File: src/rtl/rr_decoder_grant_scheduler.sv
// Round-robin owner selection for a shared 3-to-8 decoded select resource.
// Presents a registered one-hot grant plus its index; holds it until release or hold timeout.
module rr_decoder_grant_scheduler #(
    parameter int unsigned HOLD_MAX = 15
) (
    input  logic       clk,
    input  logic       rst,
    input  logic [7:0] req,
    input  logic       done,
    output logic [7:0] gnt,
    output logic [2:0] gnt_idx,
    output logic       gnt_valid,
    output logic       timeout
);

    localparam int unsigned TW = $clog2(HOLD_MAX + 1);
    localparam logic [TW-1:0] TMR_LAST = TW'(HOLD_MAX - 1);

    typedef enum logic [1:0] {
        IDLE,
        GRANT,
        RELEASE
    } state_t;

    state_t        state;
    logic [2:0]    ptr;
    logic [TW-1:0] tmr;

    logic [2:0]    winner;
    logic [2:0]    cand;
    logic          found;
    logic          owner_release;
    logic          hold_expired;

    function automatic logic [7:0] decode(input logic [2:0] idx);
        decode = 8'b0000_0001 << idx;
    endfunction

    // First set request scanning upward from ptr, wrapping modulo 8.
    always_comb begin
        winner = ptr;
        cand   = ptr;
        found  = 1'b0;
        for (int unsigned i = 0; i < 8; i++) begin
            cand = ptr + 3'(i);
            if (!found && req[cand]) begin
                winner = cand;
                found  = 1'b1;
            end
        end
    end

    always_comb begin
        owner_release = done || !req[gnt_idx];
        hold_expired  = (tmr == TMR_LAST);
    end

    always_ff @(posedge clk or posedge rst) begin
        if (rst) begin
            state     <= IDLE;
            ptr       <= '0;
            tmr       <= '0;
            gnt       <= '0;
            gnt_idx   <= '0;
            gnt_valid <= 1'b0;
            timeout   <= 1'b0;
        end else begin
            case (state)
                IDLE: begin
                    if (found) begin
                        state     <= GRANT;
                        gnt_idx   <= winner;
                        gnt       <= decode(winner);
                        gnt_valid <= 1'b1;
                        tmr       <= '0;
                    end
                end
                GRANT: begin
                    if (owner_release || hold_expired) begin
                        // An owner release takes precedence over a coincident expiry.
                        state     <= RELEASE;
                        gnt       <= '0;
                        gnt_valid <= 1'b0;
                        timeout   <= !owner_release;
                        ptr       <= gnt_idx + 3'd1;
                    end else begin
                        tmr <= tmr + TW'(1);
                    end
                end
                RELEASE: begin
                    state   <= IDLE;
                    timeout <= 1'b0;
                end
                default: begin
                    state     <= IDLE;
                    gnt       <= '0;
                    gnt_valid <= 1'b0;
                    timeout   <= 1'b0;
                end
            endcase
        end
    end

endmodule

File: config.mk
export PLATFORM = sky130hd
export DESIGN_NAME = rr_decoder_grant_scheduler
export DESIGN_NICKNAME = d
export VERILOG_FILES = /design/src/rtl/rr_decoder_grant_scheduler.sv
export SDC_FILE = /design/constraint.sdc
export NUM_CORES = 1
export LEC_CHECK = 0
export ABC_AREA = 1
export CELL_PAD_IN_SITES_DETAIL_PLACEMENT = 1
export CELL_PAD_IN_SITES_GLOBAL_PLACEMENT = 1
export CORE_MARGIN = 1.5
export CORE_UTILIZATION = 39
export CTS_BUF_LIST = sky130_fd_sc_hd__clkbuf_8 sky130_fd_sc_hd__clkbuf_16
export CTS_CLUSTER_DIAMETER = 200
export CTS_CLUSTER_SIZE = 24
export DETAILED_ROUTE_END_ITERATION = 12
export GPL_TIMING_DRIVEN = 0
export PLACE_DENSITY_LB_ADDON = 0.1
export SETUP_SLACK_MARGIN = 0.2
export SKIP_LAST_GASP = 1
export SYNTH_ARGS = -nofsm -noshare
export SYNTH_HDL_FRONTEND = slang
export SYNTH_SLANG_ARGS = --single-unit
File: constraint.sdc
create_clock -name clk -period 3 [get_ports clk]
set_input_delay 0.6 -clock clk [delete_from_list [all_inputs] [get_ports clk]]
set_output_delay 0.6 -clock clk [all_outputs]
set_load 0.02 [all_outputs]
==> results of run 1 <==
-- routing by layer --
metal | vias to the layer above | track usage (%) | routed length [um]
met1 | 897 | 27.7 | 2370
met2 | 18 | 41.7 | 2690
met3 | 5 | 0.844 | 79
li1 | 978 | - | -
met4 | 0 | 6.71 | 51
met5 | - | 0 | 0
-- logic make-up after synthesis --
family	count (synthesis)	synth area share, %
flip-flops	22	30.1
XOR/XNOR	4	2.33
buffers and inverters	32	7.66
adder cells (fa/ha/maj)	5	3.42
AND/OR/NAND/NOR	194	48.7
AO/OA/AOI/OAI	23	7.80
-- critical path, delay by kind of cell (launching register included) --
kind	cells	cell delay (ns)
and+or+nand+nor	11	1.23
buffers and inverters	6	0.60
DFF	1	0.39
adders and majority gates	1	0.24
-- state kept, by name, summed over array words and instances (netlist names) --
signal	count
state	2
gnt	8
gnt_idx	3
tmr	4
ptr	3
gnt_valid	1
timeout	1
-- cell usage after synthesis --
| library cell | n | area [um^2] |
|---|---|---|
| nand4_4 | 1 | 21.3 |
| o21bai_2 | 1 | 11.3 |
| ha_1 | 5 | 62.6 |
| o211ai_1 | 1 | 7.51 |
| a21oi_2 | 2 | 17.5 |
| nor2_2 | 1 | 6.26 |
| nand2_2 | 8 | 50.1 |
| nand3_2 | 2 | 20.0 |
| xor2_1 | 2 | 17.5 |
| clkinv_1 | 1 | 3.75 |
| o21ai_0 | 11 | 55.1 |
| nor2_4 | 3 | 33.8 |
| nand3_1 | 42 | 210 |
| o21ai_1 | 3 | 15.0 |
| xor2_2 | 1 | 16.3 |
| dfrtp_1 | 22 | 551 |
| a31oi_2 | 1 | 12.5 |
| xnor2_1 | 1 | 8.76 |
| nand3b_1 | 1 | 7.51 |
| nor3_1 | 1 | 5.00 |
| a31oi_1 | 3 | 18.8 |
| buf_2 | 1 | 5.00 |
| inv_1 | 15 | 56.3 |
| nand2_4 | 1 | 11.3 |
| a21oi_1 | 1 | 5.00 |
| inv_2 | 12 | 45.0 |
| nand4_1 | 9 | 56.3 |
| buf_4 | 1 | 7.51 |
| nand2_1 | 106 | 398 |
| buf_6 | 2 | 22.5 |
| nor2_1 | 19 | 71.3 |
-- stage by stage --
step / setup slack [ns] / hold WS [ns]
final: 0.438 / 0.487
after CTS: 0.215 / 0.490
after floorplan: 0.647 / 0.508
after detailed placement: 0.0715 / 0.469
after global placement: 0.126 / 0.464
after global routing: 0.201 / 0.522
-- final cells by class --
cell class	instances	area [um^2]	share of cell area (%)
buffer	4	35.0	1.56
inverter	28	110	4.91
clock buffer	4	55.1	2.45
timing repair buffer	27	260	11.6
multi-input combinational	226	1170	52.0
tap	52	65.1	2.90
sequential	22	552	24.6
-- worst min path at each step --
stage             end  slack (ns)  cells after the start
2_1_floorplan  tmr[3]        0.51                      3
5_1_grt        gnt[5]        0.52                      2
3_5_place_dp   gnt[7]        0.47                      2
4_1_cts        gnt[5]        0.49                      2
3_3_place_gp   gnt[4]        0.46                      2
6_report       gnt[5]        0.49                      2
-- what timing repair did --
action	4_1_cts	5_1_grt
hold buffers	0	0
pin swaps	0	3
resized for setup	3	6
setup buffers	0	4
setup endpoints to repair	19	19
cloned	0	0
==> flow_metrics.tcl, run 1 <==
set metrics [dict create \
    fin_crit_sh_pct 85.4 \
    relSlewSlack_pct 45.3 \
    clk_latency_ns 0.26 \
    cpPeakStageDelay_ns 0.39 \
    core-area_um2 4440 \
    postLayoutCellArea_um2 2240 \
    arrival_ns 2.72 \
    drtIter0Drc 62 \
    worstHoldStart "gnt[5]" \
    worst-setup-path-type "flop to flop" \
    die_w_um 71.5 \
    reg2reg_from "ptr[0]" \
    hold_viol 0 \
    grt_overflow 0 \
    regToRegSetupSlack_ns 0.44 \
    viasPerCell 5.23 \
    drc_errors 0 \
    io-pin-count 24 \
    synth_nets 296 \
    ys_ff_latch 22 \
    cts-htree-levels 1 \
    min_period_ns 2.56 \
    numCtsBuffers 3 \
    wl_per_cell_um 14.3 \
    drt_first_pass_iters 4 \
    status "finished, final reports clean" \
    critPathSlowestCell "dfrtp_1" \
    r2r_cells 18 \
    ys_seq_area_share_pct 30.1 \
    postRouteWirelength_um 5190 \
    dp_hpwl_um 4140 \
    place.gp.congestion 0.890 \
    grt_pass1_wl_um 9160 \
    startpoint_type "flop" \
    drv_cap 0 \
    reg2reg_to "gnt[1]" \
    final_cells 363 \
    die_h_um 71.5 \
    nNetsFinal 328 \
    synth_area_per_cell_um2 6.53 \
    yosysWarnings 0 \
    path_max_fanout 10 \
    initial_core_util_pct 41.2 \
    crit_path_start "ptr[0]" \
    end_kind "flop" \
    die_area_um2 5110 \
    syn_to_final_growth_pct 22.6 \
    critPathCapture "gnt[1]" \
    drv_slew 0 \
    numPortBuffers 23 \
    synth_area_um2 1830 \
    cts_buffer_depth 2 \
    max_freq_mhz 390 \
    antenna_found_initial 0 \
    setup_tns_ns 0 \
    grt_max_degree 23 \
    path_cells "inv_2 > buf_6 > ha_4 > inv_4 > nand3_1 > nand3_1 > nand2_2 > nor2_4 > nand4_4 > nor2_4 > nand4_1 > nand2_1 > inv_2 > nand2_4 > inv_2 > buf_6 > nand4_1 > nand2_1" \
    fin_util_pct 50.5 \
    fillers 600 \
    cts_tree "done" \
    first_global_vias 2023 \
    final_common_cell "nand2_1" \
    place_area_um2 2120 \
    mostFrequentLayoutCells "nand2_1, nand3_1, clkdlybuf4s50_1, dfrtp_1, nor2_1" \
    vias 1898 \
    drtAntennaViolNets 0 \
    synth_cell_types 31 \
    holdCritPathClass "flop to flop" \
    floorplan.rows 24 \
    setup_violations 0 \
    fin_skew_ns 0.00472 \
    antenna_cells 0 \
    drive_gt1_share_pct 16.4 \
    clk_pin_slew_ns 0.08 \
    worstMarginPinSlew_ns 0.819 \
    root_buffer "clkbuf_8" \
    timing.critical_path.mode_cell "inv_2" \
    grt_usage_pct 22.3 \
    required_ns 3.16 \
    placedCellCount 355 \
    cts_sinks 22 \
    grt_setup_unrepaired "no" \
    synthCells 280 \
]
Power of run 1 is not shown: default switching activity piles up to over one toggle a cycle in this logic, so the estimate is an artifact.
==> run 2, diff against run 1 <==
CORE_UTILIZATION = 35   (was 39)
==> flow_metrics.tcl, run 2 (same netlist as run 1, synthesis figures left out) <==
set metrics [dict create \
    worst-setup-path-type "flop to flop" \
    die_area_um2 5670 \
    vias 1879 \
    startpoint_type "flop" \
    clk_pin_slew_ns 0.08 \
    initial_core_util_pct 36.0 \
    die_w_um 75.3 \
    mostFrequentLayoutCells "nand2_1, nand3_1, clkdlybuf4s50_1, dfrtp_1, nor2_1" \
    root_buffer "clkbuf_8" \
    relSlewSlack_pct 44.2 \
    required_ns 3.16 \
    cts_tree "done" \
    grt_setup_unrepaired "no" \
    worstMarginPinSlew_ns 0.836 \
    drv_cap 0 \
    fillers 687 \
    grt_pass1_wl_um 8740 \
    cts-htree-levels 1 \
    wl_per_cell_um 13.7 \
    final_common_cell "nand2_1" \
    viasPerCell 4.97 \
    regArea_um2 552 \
    path_max_fanout 10 \
    antenna_cells 0 \
    numPortBuffers 23 \
    fin_crit_sh_pct 85.9 \
    syn_to_final_growth_pct 22.7 \
    setup_tns_ns 0 \
    max_freq_mhz 388 \
    io-pin-count 24 \
    drtAntennaViolNets 0 \
    hold_viol 0 \
    cts_buffer_depth 2 \
    core-area_um2 5070 \
    drive_gt1_share_pct 14.3 \
    setup_violations 0 \
    place.gp.congestion 0.812 \
    numCtsBuffers 3 \
    fin_skew_ns 0.00544 \
    min_path_cells 2 \
    antenna_found_initial 0 \
    r2r_cells 18 \
    nNetsFinal 325 \
    floorplan.rows 26 \
    dp_hpwl_um 4220 \
    cts_sinks 22 \
    first_global_vias 1949 \
    drv_slew 0 \
    multi_input_area_um2 1150 \
    reg_top3 "gnt (8), tmr (4)" \
    postRouteWirelength_um 5180 \
    grt_overflow 0 \
    largest_reg_flops 8 \
    holdCritPathClass "flop to flop" \
    status "finished, final reports clean" \
    drt_first_pass_iters 4 \
    drtIter0Drc 85 \
    drc_errors 0 \
    grt_usage_pct 20.2 \
    max_flop_register "gnt" \
    die_h_um 75.3 \
    grt_max_degree 23 \
    arrival_ns 2.74 \
    min_period_ns 2.58 \
    end_kind "flop" \
    clk_latency_ns 0.27 \
]
run 2: critical path, stage by stage, from the launching register on:
cell and delay (ns):
dfrtp_1 0.41, inv_2 0.10, buf_6 0.16, ha_4 0.25, inv_4 0.09, nand3_1 0.09, nand3_1 0.10, nand2_2 0.11
nor2_4 0.14, nand4_4 0.11, nor2_4 0.14, nand4_1 0.13, nand2_1 0.13, inv_2 0.06, nand2_4 0.09, inv_2 0.07
buf_6 0.14, nand4_1 0.09, nand2_1 0.06
run 2: metrics by stage:
stage                     util (%)  cell area [um^2]  hold slack [ns]  worst slack (ns)  cells
after global placement        42.3              2150            0.463             0.120    373
after floorplan                  -              1830            0.508             0.647    280
after detailed placement      42.3              2150            0.465            0.0888    373
after CTS                     43.8              2220            0.491             0.233    377
final                         44.2              2240            0.485             0.422    378
after global routing          44.2              2240            0.523             0.221    378
run 2: layout make-up:
cell class              count  share of cell area, %
plain buffers               4                   1.56
clock buffers               3                   1.84
clock inverters             1                   1.34
inverters                  28                   4.91
multi-input cells         226                   51.3
flip-flops and latches     22                   24.6
well taps                  70                   3.90
repair buffers             24                   10.6
run 2: metal layers:
metal	wire, um	track usage [%]
met4	70	5.36
met2	2640	38.6
met1	2410	24.3
met5	0	0
met3	61	1.59
run 2: repair_timing:
item	in CTS	in global routing
gates resized for setup	3	2
hold buffers	0	0
endpoints found under the setup margin	18	19
setup buffers	0	1
pin swaps	0	1
run 2: path summary, 6_finish.rpt:
kind | startpoint | end | slack [ns]
max | ptr[0] | gnt[1] | 0.42
min | gnt_valid | gnt_valid | 0.48
max reg2reg | ptr[0] | gnt[1] | 0.42
min reg2reg | gnt_valid | gnt_valid | 0.48
max in group asynchronous | rst | ptr[1] | 1.63
min in group asynchronous | rst | gnt[7] | 0.79
Power of run 2 is left out for the same reason.
==> run 3, diff against run 2 <==
CORE_UTILIZATION = 39   (was 35)
SLEW_MARGIN = 20   (was not set)
clock period = 2.8 ns   (was 3 ns; I/O delays follow)
==> flow_metrics.tcl, run 3 (same netlist as run 1, synthesis figures left out) <==
set metrics [dict create \
    cts_sinks 22 \
    syn_to_final_growth_pct 34.1 \
    antenna_cells 0 \
    cts-htree-levels 1 \
    cts_buffer_depth 2 \
    drive_gt1_share_pct 24.8 \
    die_area_um2 5110 \
    grt_usage_pct 22.9 \
    drt_first_pass_iters 4 \
    floorplan.rows 24 \
    cts_tree "done" \
    drtIter0Drc 65 \
    min_period_ns 2.49 \
    final_common_cell "nand2_1" \
    vias 1979 \
    largest_reg_flops 8 \
    r2r_cells 18 \
    path_max_fanout 8 \
    end_kind "flop" \
    clk_pin_slew_ns 0.08 \
    drtAntennaViolNets 0 \
    startpoint_type "flop" \
    holdCritPathClass "flop to flop" \
    die_w_um 71.5 \
    worst-setup-path-type "flop to flop" \
    reg_top3 "gnt (8), tmr (4)" \
    fillers 581 \
    required_ns 3.01 \
    multi_input_area_um2 1270 \
    drc_errors 0 \
    first_global_vias 2050 \
    grt_max_degree 23 \
    io-pin-count 24 \
    drv_slew 0 \
    antenna_found_initial 0 \
    initial_core_util_pct 41.2 \
    die_h_um 71.5 \
    max_flop_register "gnt" \
    grt_overflow 0 \
    max_freq_mhz 401 \
    regToRegSetupSlack_ns 0.31 \
    worstMarginPinSlew_ns 0.825 \
    relSlewSlack_pct 44.9 \
    hold_viol 0 \
    regArea_um2 552 \
    clk_latency_ns 0.26 \
    core-area_um2 4440 \
    dp_hpwl_um 4140 \
    drv_cap 0 \
    status "finished, final reports clean" \
    setup_violations 0 \
    postRouteWirelength_um 5810 \
    final_cells 375 \
    wl_per_cell_um 15.5 \
    root_buffer "clkbuf_8" \
    arrival_ns 2.70 \
    placedCellCount 355 \
    grt_pass1_wl_um 9380 \
    fin_crit_sh_pct 89.1 \
    min_path_cells 2 \
    place.gp.congestion 0.890 \
    cts_hold_buf 0 \
    grt_setup_unrepaired "yes" \
    fin_skew_ns 0.00453 \
    mostFrequentLayoutCells "nand2_1, nand3_1, clkdlybuf4s50_1, dfrtp_1, nor2_1" \
    nNetsFinal 340 \
    viasPerCell 5.28 \
    numCtsBuffers 3 \
    numPortBuffers 23 \
]
-- run 3: cell count changes in the layout (fill, tap and decap cells not counted), moves of 2 or more --
| cell | delta |
|---|---|
| buf_4 | +14 |
| nand3_1 | -12 |
| nand3_2 | +9 |
| nand2_1 | -7 |
| nand2_2 | +4 |
| nand2_4 | +3 |
| nand3_4 | +3 |
| nor2_1 | -2 |
| nor2_2 | +2 |
-- run 3: worst max-delay path: stages, from the launching register on --
cell,delay (ns)
dfrtp_1,0.39
inv_2,0.10
buf_8,0.13
ha_4,0.23
inv_6,0.10
nand3_4,0.09
nand2_1,0.09
nand2_1,0.06
nand2_1,0.13
nand3_2,0.10
nor2_4,0.15
nand4_1,0.17
nand2_1,0.11
inv_1,0.04
nand2_1,0.07
nand2_2,0.10
a21oi_2,0.18
nand4_1,0.11
nand2_1,0.08
-- run 3: stage by stage --
stage	instance area, um^2	utilization (%)	hold WS, ns	setup TNS, ns	worst slack [ns]
final	2450	55.2	0.488	0	0.307
after global routing	2450	55.2	0.521	0	0.109
after CTS	2220	50.0	0.490	0	0.215
after detailed placement	2120	47.8	0.469	-1.16	-0.128
after global placement	2120	47.8	0.464	-0.340	-0.0740
after floorplan	1830	-	0.508	0	0.447
-- run 3: repair_timing --
action,CTS,global route
cloned,0,1
pin swaps,4,12
setup endpoints to repair,22,19
gates resized for setup,5,33
buffers inserted,3,12
-- run 3: layout make-up --
class,count,share of cell area (%)
multi-input cells,226,51.8
flip-flops and latches,22,22.5
repair buffers,39,14.5
inverters,28,4.69
well taps,52,2.65
clock buffers,4,2.24
plain buffers,4,1.58
-- run 3: routing by layer --
layer / global-route usage (%) / part of all wire, %
met5: 0 / 0
met3: 0.844 / 1.2
met1: 28.4 / 44
met2: 43.4 / 54
met4: 6.08 / 1.4
-- run 3: final timing paths --
path,startpoint,end
max in group asynchronous,rst,ptr[1]
max reg2reg,ptr[0],gnt[2]
max,ptr[0],gnt[2]
min,gnt[5],gnt[5]
min reg2reg,gnt[5],gnt[5]
min in group asynchronous,rst,gnt_valid
Power of run 3 is left out for the same reason.
